### src/rtl/fetch_pkg.sv
// Shared state encoding, default parameters and width helper for the fetch/prefetch unit.
package fetch_pkg;

  localparam int unsigned DEF_ADDR_W      = 16;
  localparam int unsigned DEF_BUS_W       = 16;
  localparam int unsigned DEF_INSTR_WORDS = 2;
  localparam int unsigned DEF_FIFO_DEPTH  = 4;
  localparam int unsigned PERF_W          = 32;

  typedef enum logic [1:0] {
    IDLE,
    FETCH,
    STALL,
    DRAIN
  } fetch_state_e;

  function automatic int unsigned instr_w(input int unsigned words, input int unsigned bus_w);
    return words * bus_w;
  endfunction

endpackage

### src/rtl/fetch_fifo.sv
// Shift-register prefetch FIFO of {instr, pc} entries; slot 0 is always the head,
// so the read data, valid and status outputs all come straight from flops.
module fetch_fifo #(
  parameter int unsigned WIDTH = 48,
  parameter int unsigned DEPTH = 4,
  localparam int unsigned CNT_W = $clog2(DEPTH + 1)
) (
  input  logic             clk,
  input  logic             reset,
  input  logic             push_i,
  input  logic             pop_i,
  input  logic             flush_i,
  input  logic [WIDTH-1:0] wdata_i,
  output logic [WIDTH-1:0] rdata_o,
  output logic             valid_o,
  output logic             full_o,
  output logic             empty_o,
  output logic [CNT_W-1:0] count_o
);

  logic [WIDTH-1:0] data_q [DEPTH];
  logic [WIDTH-1:0] data_d [DEPTH];
  logic [CNT_W-1:0] count_q, count_d, wr_idx_c;
  logic             valid_q, full_q, empty_q;
  logic             do_push_c, do_pop_c;

  assign do_pop_c  = pop_i & (count_q != '0);
  assign do_push_c = push_i & ((count_q != CNT_W'(DEPTH)) | do_pop_c);
  assign wr_idx_c  = count_q - CNT_W'(do_pop_c);

  // Pop shifts everything toward the head; a push lands behind the last survivor.
  always_comb begin
    data_d  = data_q;
    count_d = count_q;
    if (flush_i) begin
      count_d = '0;
    end else begin
      if (do_pop_c) begin
        for (int i = 0; i < int'(DEPTH) - 1; i++) data_d[i] = data_q[i+1];
      end
      for (int i = 0; i < int'(DEPTH); i++) begin
        if (do_push_c && (wr_idx_c == CNT_W'(i))) data_d[i] = wdata_i;
      end
      count_d = count_q + CNT_W'(do_push_c) - CNT_W'(do_pop_c);
    end
  end

  always_ff @(posedge clk) begin
    if (reset) begin
      for (int i = 0; i < int'(DEPTH); i++) data_q[i] <= '0;
      count_q <= '0;
      valid_q <= 1'b0;
      full_q  <= 1'b0;
      empty_q <= 1'b1;
    end else begin
      data_q  <= data_d;
      count_q <= count_d;
      valid_q <= (count_d != '0);
      full_q  <= (count_d == CNT_W'(DEPTH));
      empty_q <= (count_d == '0);
    end
  end

  assign rdata_o = data_q[0];
  assign valid_o = valid_q;
  assign full_o  = full_q;
  assign empty_o = empty_q;
  assign count_o = count_q;

endmodule

### src/rtl/fetch_prefetch_unit.sv
// Sequential instruction fetcher: assembles bus words into instructions and queues them for decode.
// Optional saturating perf counters are built when FETCH_PERF_CNT_EN is defined.
module fetch_prefetch_unit
  import fetch_pkg::*;
#(
  parameter int unsigned       ADDR_W      = DEF_ADDR_W,
  parameter int unsigned       BUS_W       = DEF_BUS_W,
  parameter int unsigned       INSTR_WORDS = DEF_INSTR_WORDS,
  parameter int unsigned       FIFO_DEPTH  = DEF_FIFO_DEPTH,
  parameter logic [ADDR_W-1:0] RESET_PC    = '0,
  localparam int unsigned      INSTR_W     = instr_w(INSTR_WORDS, BUS_W)
) (
  input  logic               clk,
  input  logic               reset,
  input  logic               redirect_valid,
  input  logic [ADDR_W-1:0]  redirect_pc,
  output logic               mem_req,
  output logic [ADDR_W-1:0]  mem_addr,
  input  logic               mem_ack,
  input  logic [BUS_W-1:0]   mem_rdata,
  output logic               instr_valid,
  output logic [INSTR_W-1:0] instr,
  output logic [ADDR_W-1:0]  instr_pc,
  input  logic               instr_ready,
`ifdef FETCH_PERF_CNT_EN
  output logic [PERF_W-1:0]  perf_fetched,
  output logic [PERF_W-1:0]  perf_flushed,
`endif
  output logic               busy
);

  localparam int unsigned ENTRY_W = INSTR_W + ADDR_W;
  localparam int unsigned CNT_W   = $clog2(FIFO_DEPTH + 1);
  localparam int unsigned WCNT_W  = (INSTR_WORDS > 1) ? $clog2(INSTR_WORDS) : 1;

  fetch_state_e        state_q, state_d;
  logic [ADDR_W-1:0]   pc_q, pc_d, start_pc_q, start_pc_d;
  logic [WCNT_W-1:0]   wcnt_q, wcnt_d;
  logic [INSTR_W-1:0]  asm_q, asm_d, asm_fill_c;
  logic                mem_req_q, mem_req_d, busy_q, busy_d;
  logic [ADDR_W-1:0]   mem_addr_q, mem_addr_d;
  logic                push_c, pop_c, last_c, room_c;
  logic [ADDR_W-1:0]   push_pc_c;
  logic [CNT_W-1:0]    occ_c;
  logic [ENTRY_W-1:0]  fifo_rdata;
  logic                fifo_valid, fifo_full, fifo_empty;
  logic [CNT_W-1:0]    fifo_count;

  // Incoming word lands in its slot; the first word of an instruction occupies the MSBs.
  for (genvar g = 0; g < INSTR_WORDS; g++) begin : g_word
    assign asm_fill_c[(INSTR_WORDS-1-g)*BUS_W +: BUS_W] =
      (wcnt_q == WCNT_W'(g)) ? mem_rdata : asm_q[(INSTR_WORDS-1-g)*BUS_W +: BUS_W];
  end

  assign last_c    = (wcnt_q == WCNT_W'(INSTR_WORDS - 1));
  assign push_pc_c = (wcnt_q == '0) ? pc_q : start_pc_q;
  assign pop_c     = instr_ready & ~fifo_empty & ~redirect_valid;
  assign occ_c     = fifo_count + CNT_W'(1) - CNT_W'(pop_c);
  assign room_c    = (occ_c < CNT_W'(FIFO_DEPTH));

  always_comb begin
    state_d    = state_q;
    pc_d       = pc_q;
    start_pc_d = start_pc_q;
    wcnt_d     = wcnt_q;
    asm_d      = asm_q;
    mem_req_d  = mem_req_q;
    mem_addr_d = mem_addr_q;
    push_c     = 1'b0;
    if (redirect_valid) begin
      pc_d       = redirect_pc;
      start_pc_d = redirect_pc;
      wcnt_d     = '0;
      // An unacknowledged request must complete before the new target can be issued.
      if (mem_req_q && !mem_ack) begin
        state_d = DRAIN;
      end else begin
        state_d    = FETCH;
        mem_req_d  = 1'b1;
        mem_addr_d = redirect_pc;
      end
    end else begin
      case (state_q)
        IDLE: begin
          state_d    = FETCH;
          mem_req_d  = 1'b1;
          mem_addr_d = pc_q;
        end
        FETCH: begin
          if (mem_req_q && mem_ack) begin
            asm_d = asm_fill_c;
            pc_d  = pc_q + ADDR_W'(1);
            if (wcnt_q == '0) start_pc_d = pc_q;
            if (last_c) begin
              push_c = 1'b1;
              wcnt_d = '0;
              if (room_c) begin
                mem_addr_d = pc_q + ADDR_W'(1);
              end else begin
                state_d   = STALL;
                mem_req_d = 1'b0;
              end
            end else begin
              wcnt_d     = wcnt_q + WCNT_W'(1);
              mem_addr_d = pc_q + ADDR_W'(1);
            end
          end
        end
        STALL: begin
          if (pop_c || !fifo_full) begin
            state_d    = FETCH;
            mem_req_d  = 1'b1;
            mem_addr_d = pc_q;
          end
        end
        DRAIN: begin
          if (mem_ack) begin
            state_d    = FETCH;
            mem_req_d  = 1'b1;
            mem_addr_d = pc_q;
          end
        end
        default: state_d = IDLE;
      endcase
    end
    busy_d = mem_req_d | (state_d == DRAIN);
  end

  always_ff @(posedge clk) begin
    if (reset) begin
      state_q    <= IDLE;
      pc_q       <= RESET_PC;
      start_pc_q <= RESET_PC;
      wcnt_q     <= '0;
      asm_q      <= '0;
      mem_req_q  <= 1'b0;
      mem_addr_q <= '0;
      busy_q     <= 1'b0;
    end else begin
      state_q    <= state_d;
      pc_q       <= pc_d;
      start_pc_q <= start_pc_d;
      wcnt_q     <= wcnt_d;
      asm_q      <= asm_d;
      mem_req_q  <= mem_req_d;
      mem_addr_q <= mem_addr_d;
      busy_q     <= busy_d;
    end
  end

  fetch_fifo #(
    .WIDTH (ENTRY_W),
    .DEPTH (FIFO_DEPTH)
  ) u_fifo (
    .clk     (clk),
    .reset   (reset),
    .push_i  (push_c),
    .pop_i   (pop_c),
    .flush_i (redirect_valid),
    .wdata_i ({asm_fill_c, push_pc_c}),
    .rdata_o (fifo_rdata),
    .valid_o (fifo_valid),
    .full_o  (fifo_full),
    .empty_o (fifo_empty),
    .count_o (fifo_count)
  );

  assign mem_req     = mem_req_q;
  assign mem_addr    = mem_addr_q;
  assign busy        = busy_q;
  assign instr_valid = fifo_valid;
  assign instr       = fifo_rdata[ENTRY_W-1 -: INSTR_W];
  assign instr_pc    = fifo_rdata[ADDR_W-1:0];

`ifdef FETCH_PERF_CNT_EN
  localparam int unsigned SUM_W = PERF_W + 1;
  logic [PERF_W-1:0] fetched_q, flushed_q;
  logic [SUM_W-1:0]  flushed_sum_c;

  // Queued entries plus a partially assembled one are all lost on a redirect.
  assign flushed_sum_c = SUM_W'(flushed_q) + SUM_W'(fifo_count) + SUM_W'(wcnt_q != '0);

  always_ff @(posedge clk) begin
    if (reset) begin
      fetched_q <= '0;
      flushed_q <= '0;
    end else begin
      if (push_c && (fetched_q != '1)) fetched_q <= fetched_q + PERF_W'(1);
      if (redirect_valid) flushed_q <= flushed_sum_c[PERF_W] ? '1 : flushed_sum_c[PERF_W-1:0];
    end
  end

  assign perf_fetched = fetched_q;
  assign perf_flushed = flushed_q;
`endif

endmodule

### config.mk
export PLATFORM = sky130hd
export DESIGN_NAME = fetch_prefetch_unit
export DESIGN_NICKNAME = d
export VERILOG_FILES = /design/src/rtl/fetch_pkg.sv /design/src/rtl/fetch_fifo.sv /design/src/rtl/fetch_prefetch_unit.sv
export SDC_FILE = /design/constraint.sdc
export NUM_CORES = 1
export LEC_CHECK = 0
export ABC_CLOCK_PERIOD_IN_PS = 6600
export BUFFER_PORTS_ARGS = -buffer_cell sky130_fd_sc_hd__buf_2
export CORE_UTILIZATION = 35
export DETAILED_ROUTE_END_ITERATION = 12
export REMOVE_ABC_BUFFERS = 1
export SKIP_CTS_REPAIR_TIMING = 1
export SLEW_MARGIN = 0
export SYNTH_ARGS = -nofsm -noshare
export SYNTH_HDL_FRONTEND = slang
export SYNTH_SLANG_ARGS = --single-unit
### constraint.sdc
create_clock -name clk -period 6.6 [get_ports clk]
set_input_delay 0 -clock clk [delete_from_list [all_inputs] [get_ports clk]]
set_output_delay 0 -clock clk [all_outputs]
set_load 0.1 [all_outputs]
==> results of run 1 <==
## report_power, final
group | internal, mW | total [mW] | switching [mW]
logic | 0.0814 | 0.260 | 0.179
registers | 1.73 | 1.76 | 0.0292
clock network | 0.981 | 1.66 | 0.675
## worst max-delay path by stage
| stage | depth (start not counted) | end | slack, ps | start |
|---|---|---|---|---|
| after floorplan | 9 | u_fifo.data_q[95] | -2460 | u_fifo.empty_o |
| after global placement | 5 | u_fifo.rdata_o[10] | 2970 | last_c |
| after detailed placement | 5 | u_fifo.rdata_o[8] | 2820 | last_c |
| after CTS | 5 | u_fifo.rdata_o[8] | 2800 | last_c |
| after global routing | 5 | u_fifo.rdata_o[12] | 2610 | last_c |
| final | 5 | u_fifo.rdata_o[12] | 2850 | last_c |
## state kept, by name (all words and copies together) (netlist names)
signal,count
u_fifo.count_o,3
state_q,2
start_pc_q,16
u_fifo.valid_o,1
u_fifo.data_q,144
asm_q,32
u_fifo.empty_o,1
mem_addr,16
u_fifo.full_o,1
pc_q,16
busy,1
last_c,1
u_fifo.rdata_o,48
mem_req,1
## worst register-to-register path: stages, from the launching register on
cell and delay, ps:
dfxtp_4 1010, nand3_2 760, a2111oi_4 1100, buf_4 520, or3_1 190, o21ai_1 60
## layer usage
metal / share of wire, % / up-vias / global-route usage, %
met3: 4.0 / 37 / 2.39
met2: 45 / 191 / 27.4
met1: 49 / 4956 / 24.2
met5: 0 / - / 0
met4: 1.8 / 0 / 3.76
li1: - / 5199 / -
## through the flow
| stage | hold slack [ps] | worst slack (ps) | area [µm²] | TNS, ps | util (%) |
|---|---|---|---|---|---|
| after detailed placement | 281 | 2820 | 13800 | 0 | 36.5 |
| after global routing | 3.63 | 2610 | 15100 | 0 | 40.0 |
| final | -21.9 | 2850 | 15100 | 0 | 40.0 |
| after floorplan | 69.1 | -2460 | 12400 | -452880 | - |
| after CTS | -315 | 2800 | 14700 | 0 | 39.1 |
| after global placement | 275 | 2970 | 13800 | 0 | 36.5 |
## Yosys cell counts (6+ instances only)
library cell  number  area, µm²
nand2b_1          15       93.8
nor2_1            21       78.8
a21boi_0           9       67.6
o21ai_0           46        230
a211o_1            7       61.3
a311oi_1          12        105
inv_1             19       71.3
buf_6              6       67.6
nand2_1           97        364
o211ai_1           6       45.0
a21oi_1           52        260
buf_4             56        420
nand4_1            9       56.3
mux2i_1          197       1970
clkbuf_1          74        278
dfxtp_1          283       5670
o21ai_1          172        861
nor3_1             9       45.0
nand3_1           11       55.1
buf_2             38        190
or2_2             49        307
xor2_1             7       61.3
nand3b_1          51        383
or3_1            149        932
xnor2_1           20        175
## layout make-up
type | count | area [µm²]
timing repair buffer | 151 | 977
clock inverter | 4 | 48.8
multi-input combinational | 995 | 6730
tap | 511 | 639
fill | 3795 | 22600
clock buffer | 47 | 916
sequential | 283 | 5670
inverter | 19 | 71.3
## cell families after synthesis
group	after synthesis
mux	197
xor+xnor	27
compound gates	332
buf+inv	197
flops	283
simple gates	433
fa+ha+maj	6
==> results, run 1 <==
- Data on the critical path arrives at its endpoint at around 4200 ps.
- The number of global-route vias before repair is 9855.
- The placement row count is slightly above 70.
- After synthesis, the largest family of logic cells by area is simple AND/OR/NAND/NOR gates.
- The hold violation total from the final report is 2.
- The worst hold path belongs to the class input port to register.
- The minimum period implied by the final worst setup slack is ~3800 ps.
- The flop and latch count out of synthesis is 283.
- On the final layout, the worst clock skew is roughly 18 ps.
- The kind of critical path is register to register.
- Setup violations remaining at the end of the flow were counted as 0.
- The startpoint identified for the worst register-to-register timing path is last_c.
- The pin count of the biggest net entering global routing is roughly 150.
- The total inserted antenna cells is 0.
- In the finished design, the share of the clock period the worst path needs comes to between 50% and 60%.
- Setup repair after global routing left no endpoint under its margin.
- The die footprint is 39100 µm².
- In the layout the commonest cells are 282 x dfxtp_1, 197 x mux2i_1, 172 x o21ai_1.
- Input and output buffers added on the ports amount to 103.
- The number of routed nets with antenna violations is 0.
- The core region is 37700 µm².
- The number of buffers inserted during clock tree synthesis is 30.
- The chip height is approximately 200 µm.
- The run finished, with violations left.
- Based on the critical path, the design can be clocked at up to 266 MHz.
- The initial standard-cell utilization of the core is 35.6%.
- Summed over all layers, the global routing overflow is 0.
- For the worst setup path, the data required time is between 7000 and 8000 ps.
- The worst register-to-register path ends at u_fifo.rdata_o[12].
- The first TritonRoute pass finished after 5 iterations.
- Leaving out fill and tap cells, the most frequent cell in the layout is dfxtp_1.
- In this design, the stage delay of the slowest critical-path cell is between 1000 and 1500 ps.
- The summed instance area of the synthesized netlist is 13400 µm².
- The first global-routing pass estimated approximately 54 mm of wire.
- Once detailed placement completed, the half-perimeter wirelength came to a little under 20 mm.
- The post-route DRC violation count is 0.
- The tree is rooted in a clkbuf_16.
- Counting every instance in the synthesized netlist gives about 1500.
- Detailed routing inserted a total of 10400 vias.
- After the last flow step, the layout net total stands at 1523.
- For this block, the routed nets add up to ~34 mm of wire.
- The setup slack of the worst register-to-register path is 2850 ps.
- The area share of and/or/nand/nor cells after synthesis is 18.6%.
- The clock-pin slew reported for the worst setup and hold paths after clock tree synthesis is 60 ps.
- The worst hold path terminates at state_q[1].
- The TritonCTS clock tree is done.
- The violation count after the first detailed-routing iteration is 728.
- In this run the tightest slew margin relative to its limit is around a quarter.
- The total chip power is 3.68 mW.
- The checks that failed: hold timing.
- The number of buffers and inverters on the critical path is 1.
- The number of maximum-capacitance violations is 0.
- The number of placed instances, taps included is 1926.
- The master of the slowest instance on the critical path is a2111oi_4.
- The most used flip-flop cell after synthesis is dfxtp_1.
- The number of slew-limit violations in the final report is 0.
- The adder-cell share of the synthesized area is 0.617%.
- The average size of a mapped cell is 9.08 µm².
- The area growth from synthesis to layout is 12.4%.
- The average via count per standard cell is 5.17.
- Dividing the detail-routed wire length by the instance count gives 16.7 µm.
- After Yosys synthesis, XOR and XNOR cells account for under 10% of the synthesized area.
- At the pin with the least slew margin, the transition time is 1150 ps.
- Across the VDD grid, the largest voltage drop is between 0.2 and 0.25 mV.
- The initial antenna violation count came to 0.
- The count of clock tree sinks is 283.
- Sequential elements use 42.3% of the synthesized area.
- The sort of element at the end of the critical path is a register.
- Traced cell by cell, the critical path runs through nand3_2, a2111oi_4, buf_4, or3_1, o21ai_1.
- Along the worst hold path, the cell count comes to 4.
- Of the cells placed in the final design, the portion with a size suffix greater than 1 is 15.1%.
- The share of flip-flops with an asynchronous set or reset after synthesis is 0%.
- Counting distinct cell types in the post-synthesis netlist gives 57.
- The clock network latency to the later pin of the worst-skew pair is 560 ps.
- The maximum level of the CTS H-tree is 1.
- In the synthesized netlist, mux cells make up between 10% and 20% of the area.
- roughly 100 I/O pins were placed.
- Measured along the x axis, the die boundary spans 198 µm.
- Measured in cells, the most critical reg-to-reg path has a length of 5.
- The startpoint type of the worst setup path is a register.
- The power density over cell area is 244 nW/µm².
- On the final layout, the worst hold slack is -21.9 ps.
- At the end of routability-driven placement, the weighted congestion stood at 0.812.
- The startpoint identified for the worst hold timing path is mem_ack.
- The number of synthesized flops with an enable pin is 0.
- In this run the static leakage power is 4.76 nW.
- Summing the areas of all compound-gate instances in the mapped netlist gives 14.2% of the synthesized area.
- The overall track demand over capacity in global routing is between 10% and 20%.
- The number of warnings reported in the yosys synthesis log is 0.
- The post-route non-filler standard cell count is between 2000 and 2500.
- In this run the worst path has a maximum fanout of 55.
- The clock passes through at most 3 buffers.
- The cell type group with the largest total delay on the critical path is compound AO/OA/AOI/OAI gates.
Note: power is estimated with default switching activity, not from simulation.
==> run 2: changes to the inputs <==
--- a/config.mk
+++ b/config.mk
@@ -5,7 +5,8 @@
 export SDC_FILE = /design/constraint.sdc
 export NUM_CORES = 1
 export LEC_CHECK = 0
-export ABC_CLOCK_PERIOD_IN_PS = 6600
+export ABC_AREA = 1
+export ABC_CLOCK_PERIOD_IN_PS = 3400
 export BUFFER_PORTS_ARGS = -buffer_cell sky130_fd_sc_hd__buf_2
 export CORE_UTILIZATION = 35
 export DETAILED_ROUTE_END_ITERATION = 12
==> constraint.sdc (replaced) <==
create_clock -name clk -period 3.4 [get_ports clk]
set_input_delay 0 -clock clk [delete_from_list [all_inputs] [get_ports clk]]
set_output_delay 0 -clock clk [all_outputs]
set_load 0.1 [all_outputs]
==> run 2 against run 1 <==
Compared with the run above: the run still ends with hold timing left; routed wire length up 13%; fmax up 28%; via count up 24%; non-clock buffer count up 3; sequential cell count unchanged; worst hold slack worse by 15 ps; largest cell class unchanged.
==> results, run 2 <==
- In the post-synthesis netlist, the biggest area contributors are dfxtp_1 41%, nor2_1 11%, o21ai_0 10%, nand2_1 9.2%, nand3_1 5.6%.
- The total chip power is 7.26 mW (+97%).
- The register with the most flip-flops is u_fifo.data_q.
- The class of the worst hold path is input port to register.
- The instance count of the mapped netlist is 2056 (+39%).
- The peak supply drop came to 0.376 mV (+63%).
- The number of detailed-routing iterations run before antenna repair came to 5 (unchanged).
- The number of maximum-capacitance violations came to 0 (unchanged).
- The flop and latch count out of synthesis is 283 (unchanged).
- The placeable core region is 38700 µm² (+2.8%).
- The total routed wirelength was 37.8 mm (+13%).
- The final estimated routing congestion in global placement is 0.893 (+10%).
- The power density over cell area was 470 nW/µm² (+92%).
- The hold violation total from the final report is 5 (+3).
- The worst slew margin relative to its limit was 28.1% (+4.7 points).
- The maximum level of the CTS H-tree is 1 (unchanged).
- The total via count in the routed design is 12900 (+24%).
- The layout-stage area growth over the synthesis result is 11.9%.
- The library cell used most frequently in the layout, excluding fill and tap cells, is nor2_1.
- The most used flip-flop cell after synthesis is dfxtp_1.
- The share of Yosys cell area claimed by the top area cell type is 41.0% (-1.3 points).
- The clock-pin slew reported for the worst setup and hold paths after clock tree synthesis is 60 ps (about the same).
- By area, the combinational part of the netlist is dominated by simple AND/OR/NAND/NOR gates.
- The highest cell delay on the worst timing path was 800 ps (-290 ps).
- The number of global-route vias before repair is 11900 (+20%).
- The initial antenna violation count is 0 (unchanged).
- The minimum period implied by the final worst setup slack is 2940 ps (-810 ps).
- The data arrival time of the critical path is 3430 ps (-750 ps).
- The final critical-path share of the clock period is 86.6% (+30 points).
- The chip height was 201 µm (+1.5%).
- The total inserted antenna cells is 0 (unchanged).
- The overall die width was 201 µm (+1.5%).
- The achievable frequency is 340 MHz (+28%).
- The die footprint is 40200 µm² (+3.0%).
- The part of the Yosys area used for sequential elements is 41.0% (-1.3 points).
- The clock network latency to the later pin of the worst-skew pair is 560 ps (about the same).
- The library cell with the largest summed area after synthesis is dfxtp_1.
- The maximum fanout along the worst path was 48 (-13%).
- The number of routed nets with antenna violations came to 0 (unchanged).
- The worst endpoint required time is 3890 ps (-3130 ps).
- The post-route DRC violation count was 0 (unchanged).
- The average size of a mapped cell was 6.71 µm² (-26%).
- The violation count after the first detailed-routing iteration is 880 (+21%).
- The root buffer cell chosen for the clock tree is clkbuf_16.
- The top-level port count is 104 (unchanged).
- The final reports fail on hold timing.
- The setup violation total in the final timing report was 0 (unchanged).
- The number of warnings reported in the yosys synthesis log was 0 (unchanged).
- The number of buffers inserted during clock tree synthesis came to 31 (+3.3%).
- The maximum clock path buffer count is 3 (unchanged).
- The number of slew-limit violations in the final report was 0 (unchanged).
- The xor-xnor portion of the synthesized cell area is 0.372% (-1.4 points).
- The pin slew with the least headroom to its limit is 1080 ps (-72.0 ps).
- Setup repair after global routing left no endpoint under its margin.
- The share of synthesized area spent on multiplexers is 0% (-15 points).
- The pin count of the biggest net entering global routing is 127 (-12%).
- For this design, the slowest cell found on the critical path is inv_2.
- The adder-cell share of the synthesized area came to 0.598% (-0.018 points).
- The leakage power summed over all cells is 6.45 nW (+36%).
- The combined buffer and inverter count along the critical path is 3 (+2).
- By startpoint and endpoint, the worst setup path is classified as register to register.
- The library cells used most frequently in the layout, excluding fill and tap cells, are 415 x nor2_1, 338 x nand2_1, 282 x dfxtp_1.
- The placement row count was 72 (+1.4%).
- The fraction of the mapped netlist area in compound gates is 16.9% (+2.7 points).
- The wire length of the first global-routing pass was 62.3 mm (+15%).
- The summed instance area of the synthesized netlist is 13800 µm² (+3.1%).
- The share of final-layout standard cells stronger than drive strength 1 is 10.8% (-4.3 points).
- The commonest cells after synthesis are 415 x nor2_1, 340 x nand2_1, 283 x dfxtp_1, 279 x o21ai_0, 155 x nand3_1.
- The sort of element at the end of the critical path is a register.
- The net count reported at finish is 2095 (+38%).
- The post-route non-filler standard cell count came to 2591 (+29%).
- The run finished, with violations left.
- The final clock skew is 17.3 ps (-1.05 ps).
- The number of placed instances, taps included came to 2511 (+30%).
- Counting stages on the worst path, the most repeated cell is nor2_1.
- The flip-flop count of the largest register, all copies and words added is 144 (unchanged).
- The count of buffers from port buffering is 103 (unchanged).
- Walking the worst path, the cells encountered are inv_1, nand3_1, nand3_2, inv_1, ha_1, ha_1, xor2_2, nor2_1, nand3_4, nand2_2, inv_2, nor2_1, nor2_1.
- The count of cell types in the netlist was 38 (-33%).
- The overall track demand over capacity in global routing is 18.5% (+1.4 points).
- The area share of and/or/nand/nor cells after synthesis is 30.3% (+12 points).
- The initial standard-cell utilization of the core is 35.6% (+0.079 points).
- Yosys instantiated no cell more often than nor2_1.
- The number of synthesized flops with an enable pin was 0 (unchanged).
- The final HPWL from detailed placement is 21.6 mm (+11%).
- The count of clock tree sinks is 283 (unchanged).
- The kind of cell with the highest combined delay along the critical path is buffers and inverters.
- The global-route congestion overflow total was 0 (unchanged).
- The share of flip-flops with an asynchronous set or reset after synthesis came to 0% (unchanged).
- The TritonCTS clock tree is done.
- The average via count per standard cell is 4.96 (-4.0%).
- The final hold slack is -36.7 ps (-14.7 ps).
- The routed wire length per instance is 14.6 µm (-12%).
- STA classifies the critical path startpoint as a register.
[run 2: cell types whose count changed after synthesis, moves of 139 or more]
| cell | previous run | this run |
|---|---|---|
| mux2i_1 | 197 | 0 |
| nor2_1 | 21 | 415 |
| nand2_1 | 97 | 340 |
| o21ai_1 | 172 | 33 |
| or3_1 | 149 | 0 |
| o21ai_0 | 46 | 279 |
| nand3_1 | 11 | 155 |
[run 2: where the power goes]
group          internal (mW)  total, mW  switching (mW)
clock                   1.88       3.23            1.35
combinational          0.163      0.617           0.455
sequential              3.37       3.41          0.0356
total                   5.42       7.26            1.84
[run 2: per-layer routing]
layer / up-vias / share of wire (%) / global-route usage, %
li1: 6580 / - / -
met1: 5908 / 46 / 24.9
met2: 316 / 48 / 32.1
met3: 48 / 4.5 / 1.90
met4: 0 / 1.6 / 3.82
met5: - / 0 / 0
[run 2: worst paths after layout]
kind,from,end,slack (ps),cells after the start
worst min-delay path,mem_rdata[4],u_fifo.data_q[84],-40,5
worst max-delay path,u_fifo.count_o[2],u_fifo.data_q[140],460,13
worst max register to register,u_fifo.count_o[2],u_fifo.data_q[140],460,13
worst min register to register,asm_q[26],asm_q[26],450,2
[run 2: tightest hold or removal path: stages]
cell	delay, ps
buf_2	80
o21ai_0	140
nand3_1	120
nand3_1	70
nor2_1	80
[run 2: kinds of logic after synthesis]
| group | Yosys count |
|---|---|
| AND/OR/NAND/NOR | 985 |
| flip-flops | 283 |
| adder cells (fa/ha/maj) | 6 |
| AO/OA/AOI/OAI | 456 |
| buffers and inverters | 321 |
| XOR/XNOR | 5 |
[run 2: final cells by class]
type	instances	area [µm²]
well taps	518	648
fillers	4115	23300
clock buffers	49	903
multi-input cells	1452	6670
inverters	130	493
clock inverters	5	57.6
repair buffers	154	1000
flip-flops and latches	283	5670
[run 2: through the flow]
stage | setup slack (ps) | area (µm²) | utilization [%] | setup TNS (ps)
2_1_floorplan | -3340 | 12800 | - | -383590
3_3_place_gp | 536 | 14200 | 36.7 | 0
3_5_place_dp | 422 | 14200 | 36.7 | 0
4_1_cts | 438 | 15200 | 39.2 | 0
5_1_grt | 196 | 15400 | 39.9 | 0
6_report | 457 | 15400 | 39.9 | 0
